`src/rtl/count_dir_pkg.sv`:
```
// Shared types for the up/down count-stream decoder: FSM states, step classes and
// the direction encoding, which matches the counter's en input.
package count_dir_pkg;

  typedef enum logic [1:0] {S_EMPTY, S_SYNC, S_TRACK} state_t;
  typedef enum logic [1:0] {STEP_UP, STEP_DOWN, STEP_BAD} step_t;

  localparam logic DIR_UP   = 1'b1;
  localparam logic DIR_DOWN = 1'b0;

endpackage

```
`src/rtl/count_step_classify.sv`:
```
// Classifies one sample-to-sample transition of a WIDTH-bit up/down count.
// A +1 step takes priority, so when WIDTH=1 every change counts as UP.
module count_step_classify
  import count_dir_pkg::*;
#(
  parameter int WIDTH = 8
) (
  input  logic [WIDTH-1:0] prev,
  input  logic [WIDTH-1:0] cur,
  output step_t            step_class,
  output logic             wrap
);

  localparam logic [WIDTH-1:0] ONE      = WIDTH'(1);
  localparam logic [WIDTH-1:0] ALL_ONES = {WIDTH{1'b1}};
  localparam logic [WIDTH-1:0] ZERO     = {WIDTH{1'b0}};

  logic [WIDTH-1:0] delta_s;

  // Modular difference, then class and max<->0 crossing.
  always_comb begin
    delta_s    = cur - prev;
    step_class = STEP_BAD;
    wrap       = 1'b0;
    if (delta_s == ONE) begin
      step_class = STEP_UP;
      wrap       = (prev == ALL_ONES) && (cur == ZERO);
    end else if (delta_s == ALL_ONES) begin
      step_class = STEP_DOWN;
      wrap       = (prev == ZERO) && (cur == ALL_ONES);
    end else begin
      step_class = STEP_BAD;
      wrap       = 1'b0;
    end
  end

endmodule

```
`src/rtl/count_dir_decoder.sv`:
```
// Monitor for an up/down count stream: recovers direction, lock status and
// legal/illegal step pulses, with saturating reversal and error statistics.
module count_dir_decoder
  import count_dir_pkg::*;
#(
  parameter int WIDTH  = 8,
  parameter int STAT_W = 8,
  parameter int LOCK_N = 4
) (
  input  logic              clk,
  input  logic              rst,
  input  logic              in_valid,
  input  logic [WIDTH-1:0]  in_count,
  output logic              dir,
  output logic              dir_valid,
  output logic              locked,
  output logic              step_pulse,
  output logic              wrap_pulse,
  output logic              err_pulse,
  output logic [STAT_W-1:0] reversals,
  output logic [STAT_W-1:0] errors
);

  localparam int RUN_W = $clog2(LOCK_N + 1);
  localparam logic [RUN_W-1:0] RUN_ONE = RUN_W'(1);
  localparam logic [RUN_W-1:0] RUN_MAX = RUN_W'(LOCK_N);

  state_t             state_r;
  logic [WIDTH-1:0]   prev_r;
  logic [RUN_W-1:0]   run_r;
  logic               dir_r;
  logic               dir_valid_r;
  logic               locked_r;
  logic               step_r;
  logic               wrap_r;
  logic               err_r;
  logic [STAT_W-1:0]  reversals_r;
  logic [STAT_W-1:0]  errors_r;

  step_t              cls_s;
  logic               wrap_s;
  logic               step_dir_s;
  logic [RUN_W-1:0]   run_inc_s;

  function automatic logic [STAT_W-1:0] sat_inc(input logic [STAT_W-1:0] v);
    return (v == {STAT_W{1'b1}}) ? v : v + STAT_W'(1);
  endfunction

  count_step_classify #(.WIDTH(WIDTH)) u_classify (
    .prev       (prev_r),
    .cur        (in_count),
    .step_class (cls_s),
    .wrap       (wrap_s)
  );

  // Direction implied by a legal step and the saturating run increment.
  always_comb begin
    step_dir_s = (cls_s == STEP_UP) ? DIR_UP : DIR_DOWN;
    run_inc_s  = (run_r >= RUN_MAX) ? RUN_MAX : run_r + RUN_ONE;
  end

  // Decoder FSM with registered outputs; pulses drop unless a sample sets them.
  always_ff @(posedge clk) begin
    if (rst) begin
      state_r     <= S_EMPTY;
      prev_r      <= {WIDTH{1'b0}};
      run_r       <= {RUN_W{1'b0}};
      dir_r       <= DIR_DOWN;
      dir_valid_r <= 1'b0;
      locked_r    <= 1'b0;
      step_r      <= 1'b0;
      wrap_r      <= 1'b0;
      err_r       <= 1'b0;
      reversals_r <= {STAT_W{1'b0}};
      errors_r    <= {STAT_W{1'b0}};
    end else begin
      step_r <= 1'b0;
      wrap_r <= 1'b0;
      err_r  <= 1'b0;
      if (in_valid) begin
        prev_r <= in_count;
        case (state_r)
          S_EMPTY: begin
            state_r <= S_SYNC;
          end
          S_SYNC: begin
            if (cls_s == STEP_BAD) begin
              err_r    <= 1'b1;
              errors_r <= sat_inc(errors_r);
            end else begin
              state_r     <= S_TRACK;
              dir_r       <= step_dir_s;
              dir_valid_r <= 1'b1;
              run_r       <= RUN_ONE;
              locked_r    <= (RUN_ONE >= RUN_MAX);
              step_r      <= 1'b1;
              wrap_r      <= wrap_s;
            end
          end
          S_TRACK: begin
            if (cls_s == STEP_BAD) begin
              // Lose sync but keep dir so the last known direction stays visible.
              state_r     <= S_SYNC;
              dir_valid_r <= 1'b0;
              locked_r    <= 1'b0;
              run_r       <= {RUN_W{1'b0}};
              err_r       <= 1'b1;
              errors_r    <= sat_inc(errors_r);
            end else if (step_dir_s == dir_r) begin
              run_r    <= run_inc_s;
              locked_r <= (run_inc_s >= RUN_MAX);
              step_r   <= 1'b1;
              wrap_r   <= wrap_s;
            end else begin
              dir_r       <= step_dir_s;
              reversals_r <= sat_inc(reversals_r);
              run_r       <= RUN_ONE;
              locked_r    <= (RUN_ONE >= RUN_MAX);
              step_r      <= 1'b1;
              wrap_r      <= wrap_s;
            end
          end
          default: begin
            state_r     <= S_EMPTY;
            dir_valid_r <= 1'b0;
            locked_r    <= 1'b0;
            run_r       <= {RUN_W{1'b0}};
          end
        endcase
      end else begin
        prev_r <= prev_r;
      end
    end
  end

  assign dir        = dir_r;
  assign dir_valid  = dir_valid_r;
  assign locked     = locked_r;
  assign step_pulse = step_r;
  assign wrap_pulse = wrap_r;
  assign err_pulse  = err_r;
  assign reversals  = reversals_r;
  assign errors     = errors_r;

endmodule

```
`config.mk`:
```
export PLATFORM = sky130hd
export DESIGN_NAME = count_dir_decoder
export DESIGN_NICKNAME = d
export VERILOG_FILES = /design/src/rtl/count_dir_pkg.sv /design/src/rtl/count_step_classify.sv /design/src/rtl/count_dir_decoder.sv
export SDC_FILE = /design/constraint.sdc
export NUM_CORES = 1
export LEC_CHECK = 0
export CORE_MARGIN = 2
export CORE_UTILIZATION = 55
export DETAILED_ROUTE_END_ITERATION = 8
export DONT_BUFFER_PORTS = 1
export PLACE_DENSITY = 0.7
export SLEW_MARGIN = 20
export SYNTH_ARGS = -nofsm -noshare
export SYNTH_HDL_FRONTEND = slang
export SYNTH_SLANG_ARGS = --single-unit
```
`constraint.sdc`:
```
create_clock -name clk -period 4.17 [get_ports clk]
set_input_delay 0.834 -clock clk [delete_from_list [all_inputs] [get_ports clk]]
set_output_delay 0.834 -clock clk [all_outputs]
set_load 0.01 [all_outputs]
```
# Word-level counts from Yosys, hierarchy flattened
# Index checks and enable logic that the tools add are counted.
[word_totals] ff_bits=35 output_inout_bits=22 elab_cells=80
[op_classes] addsub=4 order_cmp=2 n_eq_ne=14 mux=26 bitwise=7 n_reduce_logical=16
[ops] op="$eq A8 B8 Y1 const B" n=5
[ops] op="$add A8 B1 Y8 const B" n=2
[ops] op="$logic_not A8 Y1" n=2
[ops] op="$mux W1" n=13
[ops] op="$mux W3" n=4
[ops] op="$reduce_and A5 Y1" n=2
[ops] op="$pmux W3 S3" n=1
[ops] op="$eq A8 B1 Y1 const B" n=1
[ops] op="$mux W2" n=4
[ops] op="$ne A2 B2 Y1 const B" n=4
[ops] op="$reduce_and A4 Y1" n=2
[ops] op="$sub A8 B8 Y8" n=1
[ops] op="$not A1 Y1" n=7
[ops] op="$ge A3 B3 Y1 const B" n=2
[ops] op="$pmux W1 S3" n=2
[ops] op="$pmux W2 S3" n=1
[ops] op="$reduce_and A3 Y1" n=2
[ops] op="$eq A2 B2 Y1 const B" n=2
[ops] op="$logic_not A2 Y1" n=2
[ops] op="$reduce_or A4 Y1" n=1
[ops] op="$add A3 B1 Y3 const B" n=1
[ops] op="$reduce_or A3 Y1" n=1
[ops] op="$eq A2 B1 Y1 const B" n=1
[ops] op="$logic_and A1 B1 Y1" n=2
[ops] op="other kinds (4)" n=4

# Longest topological paths before layout
# Gate-level depths: netlist (run 1).
[logic_depth] depth_word=10 ltp_mapped=13 mapped_depth_nobuf=12

# Hierarchy
# A second synthesis (run 1) with hierarchy kept.
[hier_totals] hier_cells=247 area_unflattened_um2=2148.3
[modules_own_cells] mod="count_dir_decoder" n_inst=1 cells_per_inst=179 area_per_inst_um2=1647.8 seq_area_each_um2=700.7
[modules_own_cells] mod="count_step_classify" n_inst=1 cells_per_inst=68 area_per_inst_um2=500.5 seq_area_each_um2=0.0

# Worst setup path after synthesis (run 1)
# Ideal clock, no wire load.
[synth_timing] kind="input port to flip-flop" from="in in_count[0]" to="reg state_r[0]" t_arrival_ns=3.483 slack_ns=0.564 stages=12 n_path_buf=1 path_cell_list="inv_1 -> ha_1 -> inv_1 -> fa_1 -> xor2_1 -> or3_1 -> or3_1 -> or3_4 -> buf_6 -> a21oi_1 -> nand3b_1 -> mux2_1"
[synth_via] elab_chain_len=7
[synth_rtl] item="from (decl)" line="count_dir_decoder.sv:13" rtl="input logic [WIDTH-1:0] in_count,"
[synth_rtl] item="$sub A8 B8 Y8 (*)" line="count_step_classify.sv:22" rtl="delta_s = cur - prev;"
[synth_rtl] item="$eq A8 B8 Y1" line="count_step_classify.sv:28" rtl="end else if (delta_s == ALL_ONES) begin"
[synth_rtl] item="$mux W2" line="count_step_classify.sv:28"
[synth_rtl] item="$mux W2 (*)" line="count_step_classify.sv:25" rtl="if (delta_s == ONE) begin"
[synth_rtl] item="$eq A2 B2 Y1 (*)" line="count_dir_decoder.sv:87, count_dir_decoder.sv:101"
[synth_rtl] item="$ne A2 B2 Y1 (no line)"
[synth_rtl] item="$reduce_and A3 Y1 (no line) (*)"
[synth_rtl] item="to (signal assigned)" line="count_dir_decoder.sv:84" rtl="state_r <= S_SYNC;"
[synth_rtl] item="to (signal assigned)" line="count_dir_decoder.sv:91" rtl="state_r <= S_TRACK;"
[synth_rtl] item="to (signal assigned)" line="count_dir_decoder.sv:103" rtl="state_r <= S_SYNC;"
[synth_rtl] item="to (decl)" line="count_dir_decoder.sv:28" rtl="state_t state_r;"
# Mark *: on every way between the ends. The rest lies on a longest branch, timed or not.
# A chain may end at the register's enable or synchronous reset.

# Final worst setup path (run 1)
[layout_timing] from="in in_count[0]" to="reg reversals_r[1] (netlist: reversals[1])"
[layout_via] elab_chain_len=9
[layout_rtl] item="$sub A8 B8 Y8 (*)" line="count_step_classify.sv:22"
[layout_rtl] item="$eq A8 B8 Y1" line="count_step_classify.sv:28"
[layout_rtl] item="$mux W2" line="count_step_classify.sv:28"
[layout_rtl] item="$mux W2 (*)" line="count_step_classify.sv:25"
[layout_rtl] item="$logic_not A2 Y1" line="count_dir_decoder.sv:58" rtl="step_dir_s = (cls_s == STEP_UP) ? DIR_UP : DIR_DOWN;"
[layout_rtl] item="$mux W1" line="count_dir_decoder.sv:58"
[layout_rtl] item="$eq A1 B1 Y1" line="count_dir_decoder.sv:109" rtl="end else if (step_dir_s == dir_r) begin"
[layout_rtl] item="$not A1 Y1 (no line)"
[layout_rtl] item="$reduce_and A5 Y1 (no line) (*)"
[layout_rtl] item="to (signal assigned)" line="count_dir_decoder.sv:74" rtl="reversals_r <= {STAT_W{1'b0}};"
[layout_rtl] item="to (signal assigned)" line="count_dir_decoder.sv:116" rtl="reversals_r <= sat_inc(reversals_r);"
[layout_rtl] item="to (decl)" line="count_dir_decoder.sv:37" rtl="logic [STAT_W-1:0] reversals_r;"
# Marked as above.

==> results by group, run 1 <==
Clock tree
  – CTS Hold Buffers Added: 0
  – TritonCTS Buffers: 5
  – Clock Latency Late Sink: 0.28 ns
  – Max Buffers Root-to-Sink: 2
  – # Post-CTS Setup Buffers: 0
  – CTS tree: yes
  – Clk sinks: 35
  – H-Tree Depth: 2
  – Post-cts resize count: 0
  – CTS clock-pin slew for the worst setup and hold paths: 0.07 ns
  – CTS root buffer: clkbuf_8

STA
  – Clk_skew: 0.00375 ns
  – Slew margin rel.: 41.9%
  – Hold Vio Cnt, Final: 0
  – Unrepaired setup endpoints after global routing: false
  – Tmin final: approximately 3.5 ns
  – Slew Limit Fails: 0
  – Setup Viol. Count Final: 0
  – Max Freq: roughly 0.29 GHz
  – Tcrit/Tclk final: 83.2%
  – Worst Max-Slew Pin Slew: 0.866 ns
  – Setup TNS: 0 ns

Logic synthesis
  – Async set or reset register ratio after synthesis: 0%
  – Post-synth top area share: around a third
  – Avg Inst Size Synth: 8.74 um^2
  – Leading area contributor after synthesis: dfxtp_1
  – Mapped cell area: roughly 2200 um^2
  – Yosys cell types: 59
  – Post-synthesis sequential area ratio: 31.8%
  – Warnings from Yosys: 0
  – Synth top cells by count: dfxtp_1, nor2_1, inv_1
  – Prevailing post-synth register cell: dfxtp_1
  – #FFs+latches synth: 35
  – Syn nets: 280
  – Post-synth EDFFs: 0
  – Synthesized instance count: 252
  – Most frequent cell after synthesis: dfxtp_1
  – Top cells by area, synth: dfxtp_1, ha_1, mux2i_1, a21oi_1, nor2_1

Floorplan
  – Initial core utilization: 56.3%
  – Die H: 67.3 um
  – Std cell rows: 23
  – I/O pins: 33
  – Die Area: 4530 um^2
  – Core box area: 3910 um^2
  – Width of the chip: 67.3 um

Layout
  – Area Growth Syn to Fin: 4.88%
  – Fin cells: between 300 and 400
  – # nets final: roughly 280
  – Layout cells sized above 1: 7.17%
  – Ant. Diodes: 0

Min path
  – Type of the worst min-delay path: reg2reg

Detailed routing
  – Vias per cell: 6.02
  – DR DRC count: 0
  – Met3 routed WL: 199 um
  – Vias: 1,812
  – Post-route ant nets: 0
  – Top sig layer: met4
  – Met2 wire len: 2100 um
  – DR iter-0 viols: 100
  – DR pass1 iterations: 4
  – Post-Route M1 WL: 1980 um
  – DR WL/cell: 14.3 um
  – WL final: ~4300 um

GRT
  – Antenna violations before repair: 0
  – Largest net degree at the start of global routing: 39
  – Vias in the first global route: 1,627
  – Overflow after GRT: 0
  – Total track usage: around 20%
  – Global-route wire length before repair: slightly above 7000 um

Place
  – Global placement routability congestion: 0.724
  – PortBufs: 0
  – Detailed Place HPWL: 3170 um
  – Placed Cells incl. Taps: a little under 300

Critical path
  – Critical path launch point type: input port
  – Worst Path Max Fanout: 14
  – Setup CP Type: in2reg
  – Data required time of the worst path: 4.35 ns
  – R2R Setup Slk: 0.91 ns
  – CP arrival: 3.65 ns
  – Worst setup EP type: flop

Power and ir drop
  – Maximum VDD drop: 0.000216 V
  – PD cells: between 300 and 400 nW/um^2
  – Leakage: approximately 0.00085 uW

Status
  – Status: finished clean

Run
  – Max-cap violations: 0
path summary, 6_finish.rpt:
| check | from | endpoint | cells after the start |
|---|---|---|---|
| max | in_count[0] | reversals[1] | 12 |
| min reg2reg | prev_r[2] | prev_r[2] | 2 |
| min | prev_r[2] | prev_r[2] | 2 |
| max reg2reg | prev_r[0] | reversals[1] | 11 |
final cells by class:
type / instances / area (um^2)
flip-flops and latches: 35 / 701
inverters: 18 / 67.6
well taps: 50 / 62.6
repair buffers: 1 / 7.51
clock inverters: 2 / 12.5
multi-input cells: 189 / 1390
fillers: 377 / 1600
clock buffers: 6 / 72.6
layout by cell type, fill, tap and decap left out, types with 2 or more instances in the layout:
cell type  synthesis  layout
a21oi_1           17      17
a31oi_1            3       3
and2_1             2       2
and3_1             6       6
and4_1             4       4
clkbuf_8           0       5
dfxtp_1           35      35
ha_1              16      16
inv_1             18      18
mux2i_1           10      10
nand2_1            9       9
nand2b_1           5       5
nand3_1            7       7
nand3b_1           2       2
nand4_1            5       5
nor2_1            19      19
nor2b_1            6       6
nor3_1             3       3
nor3b_1            2       2
nor4_1             2       2
nor4b_1            3       3
o21ai_0            9       9
o21ai_1            2       2
o31ai_1            6       6
o32ai_1            2       2
or3_1              8       8
or4_1              5       5
xnor2_1            3       3
xor2_1             6       6
critical path, cell delays in order:
cell       delay [ns]
inv_1            0.08
ha_1             0.16
inv_1            0.05
fa_1             0.40
a211o_1          0.33
a2111oi_0        0.38
nand3b_1         0.20
or2_2            0.15
nor4_2           0.04
o21ai_1          0.70
mux2i_1          0.27
nor2_1           0.06
routing by layer:
metal,track usage (%),vias to the layer above
met2,34.3,27
met5,0,-
met3,6.00,4
met1,24.9,854
li1,-,927
met4,3.83,0
through the flow:
step / hold slack (ns) / utilization, % / worst slack (ns) / instance area (um^2) / total power (uW)
after floorplan: 0.460 / - / 0.564 / 2200 / 456
after global placement: 0.472 / 56.9 / 0.490 / 2230 / 467
after detailed placement: 0.482 / 56.9 / 0.418 / 2230 / 468
after CTS: 0.499 / 59.0 / 0.720 / 2310 / 707
after global routing: 0.524 / 59.0 / 0.499 / 2310 / 740
final: 0.496 / 59.0 / 0.700 / 2310 / 699
flip-flops by register name, summed over array words and instances, names as in the netlist:
register and cells:
dir 1, locked 1, step_pulse 1, err_pulse 1
run_r 3, wrap_pulse 1, errors 8, state_r 2
dir_valid 1, prev_r 8, reversals 8
kinds of logic (layout without fill, tap and decap cells):
group / after synthesis / after routing / synth area share [%]
and+or+nand+nor: 94 / 94 / 25.1
AOI/OAI and AO/OA: 57 / 57 / 18.2
DFF: 35 / 35 / 31.8
buffers and inverters: 28 / 27 / 5.22
adders and majority gates: 17 / 17 / 9.99
muxes: 12 / 12 / 6.08
xor gates and xnor gates: 9 / 9 / 3.58
power by group:
group / leakage (uW) / internal [uW] / switching, uW
clock network: 0.0000412 / 117 / 121
registers: 0.000284 / 342 / 7.64
logic: 0.000524 / 50.5 / 60.9
No activity file was read; power rests on OpenSTA's default activity.
==> inputs of run 2 (changes only) <==
clock period = 3.57 ns   (was 4.17 ns; I/O delays follow)
==> results by group, run 2 (synthesis gave the netlist of run 1 again) <==
Layout
  – Most common cell after layout, fill and taps aside: dfxtp_1
  – # nets final: 283
  – Final core occ: 60.7%
  – Layout cells sized above 1: around a tenth
  – Area of the multi-input gates: 1390 um^2
  – Most frequent cells in the layout: dfxtp_1, nor2_1, inv_1
  – FILL cells: 348
  – Ant. Diodes: 0
  – Area Growth Syn to Fin: 7.84%
  – Reg area: about 700 um^2

STA
  – Min Hold Slack: 0.487 ns
  – Slew Limit Fails: 0
  – Setup Viol. Count Final: 0
  – Max Freq: 0.301 GHz
  – Tcrit/Tclk final: between 90 and 100%
  – Setup TNS: 0 ns
  – Tmin final: about 3.3 ns
  – Worst Max-Slew Pin Slew: 0.773 ns
  – Hold Vio Cnt, Final: 0
  – Slew margin rel.: ~48%
  – Clk_skew: roughly 0.00087 ns
  – Unrepaired setup endpoints after global routing: false
  – Final worst setup slack: 0.243 ns

Clock tree
  – CTS clock-pin slew for the worst setup and hold paths: 0.07 ns
  – Max Buffers Root-to-Sink: 2
  – Clock Latency Late Sink: around 0.29 ns
  – CTS root buffer: clkbuf_8
  – CTS tree: yes
  – TritonCTS Buffers: 5
  – Post-cts resize count: 0
  – Clk sinks: 35
  – CTS Hold Buffers Added: 0
  – H-Tree Depth: 2
  – # Post-CTS Setup Buffers: 0

Power and ir drop
  – Switching Fraction: 26.1%
  – Comb power frac: 14.6%
  – Maximum VDD drop: about 0.00020 V
  – Leakage: 0.000889 uW
  – Clock power share: 40.2%
  – PD cells: 380 nW/um^2
  – Pint: 667 uW
  – Sw Pwr: between 200 and 250 uW
  – Share of power burned in registers: between 40 and 50%

GRT
  – Largest net degree at the start of global routing: 39
  – Antenna violations before repair: 0
  – Met2 Use GR: 37.0%
  – Global-route wire length before repair: about 7400 um
  – Total track usage: 21.5%
  – GRT Max-Usage Layer: met2
  – Overflow after GRT: 0
  – Vias in the first global route: 1,675
  – Met1 usage: ~26%
  – GR met3 Demand/Resource: 6.33%

Critical path
  – Worst Path Max Fanout: 12
  – Critical path launch point type: input port
  – Setup CP Type: in2reg
  – CP arrival: 3.55 ns
  – Worst setup EP type: flop
  – Data required time of the worst path: 3.80 ns
  – Worst r2r path cells: 10

Detailed routing
  – DR pass1 iterations: 4
  – DR iter-0 viols: 85
  – DR DRC count: 0
  – DR WL/cell: 14.8 um
  – Vias: 1,836
  – WL final: 4540 um
  – Vias per cell: ~6.0
  – Post-route ant nets: 0

Floorplan
  – Die Area: about 4500 um^2
  – I/O pins: 33
  – Initial core utilization: 56.3%
  – Die H: about 67 um
  – Core box area: 3910 um^2
  – Std cell rows: 23
  – Width of the chip: 67.3 um

Place
  – Detailed Place HPWL: 3290 um
  – PortBufs: 0
  – Pre-CTS setup slack: -0.00322 ns
  – Global placement routability congestion: roughly 0.8

Min path
  – Type of the worst min-delay path: in2reg
  – WHS Path Cells: 1

Status
  – Status: finished clean

Run
  – Max-cap violations: 0
## run 2: cell type report
class	instances	share of cell area (%)
clock inverters	3	1.84
inverters	18	2.84
repair buffers	6	1.90
well taps	50	2.63
flip-flops and latches	35	29.5
multi-input cells	189	58.4
clock buffers	5	2.90
## run 2: through the flow
stage	area [um^2]	total power, uW	std cells
finish	2380	903	306
global route	2380	949	306
CTS	2380	912	306
detailed placement	2260	549	298
global placement	2260	547	298
floorplan	2200	533	252
## run 2: power by group through the flow
| stage | Combinational [uW] | Clock, uW | Sequential [uW] |
|---|---|---|---|
| floorplan | 117 | 0 | 416 |
| global placement | 129 | 0 | 417 |
| global route | 150 | 389 | 410 |
| detailed placement | 131 | 0 | 417 |
| finish | 132 | 363 | 408 |
| CTS | 132 | 372 | 408 |
## run 2: worst paths after layout
| path | from | end | slack, ns |
|---|---|---|---|
| min | rst | prev_r[6] | 0.49 |
| max | in_count[0] | reversals[3] | 0.24 |
| min reg2reg | prev_r[3] | prev_r[3] | 0.50 |
| max reg2reg | prev_r[0] | reversals[3] | 0.29 |
## run 2: metal layers
metal / share of wire, % / wire length [um]
met5: 0 / 0
met4: 1.5 / 67
met3: 4.2 / 190
met2: 48 / 2170
met1: 47 / 2110
## run 2: critical path: stages
cell and delay (ns):
inv_1 0.05, ha_1 0.14, inv_1 0.05, fa_1 0.39, xor2_1 0.18, or3_1 0.29, or3_1 0.40, nor4_2 0.35
o21ai_1 0.35, or4_1 0.49, a21oi_1 0.15
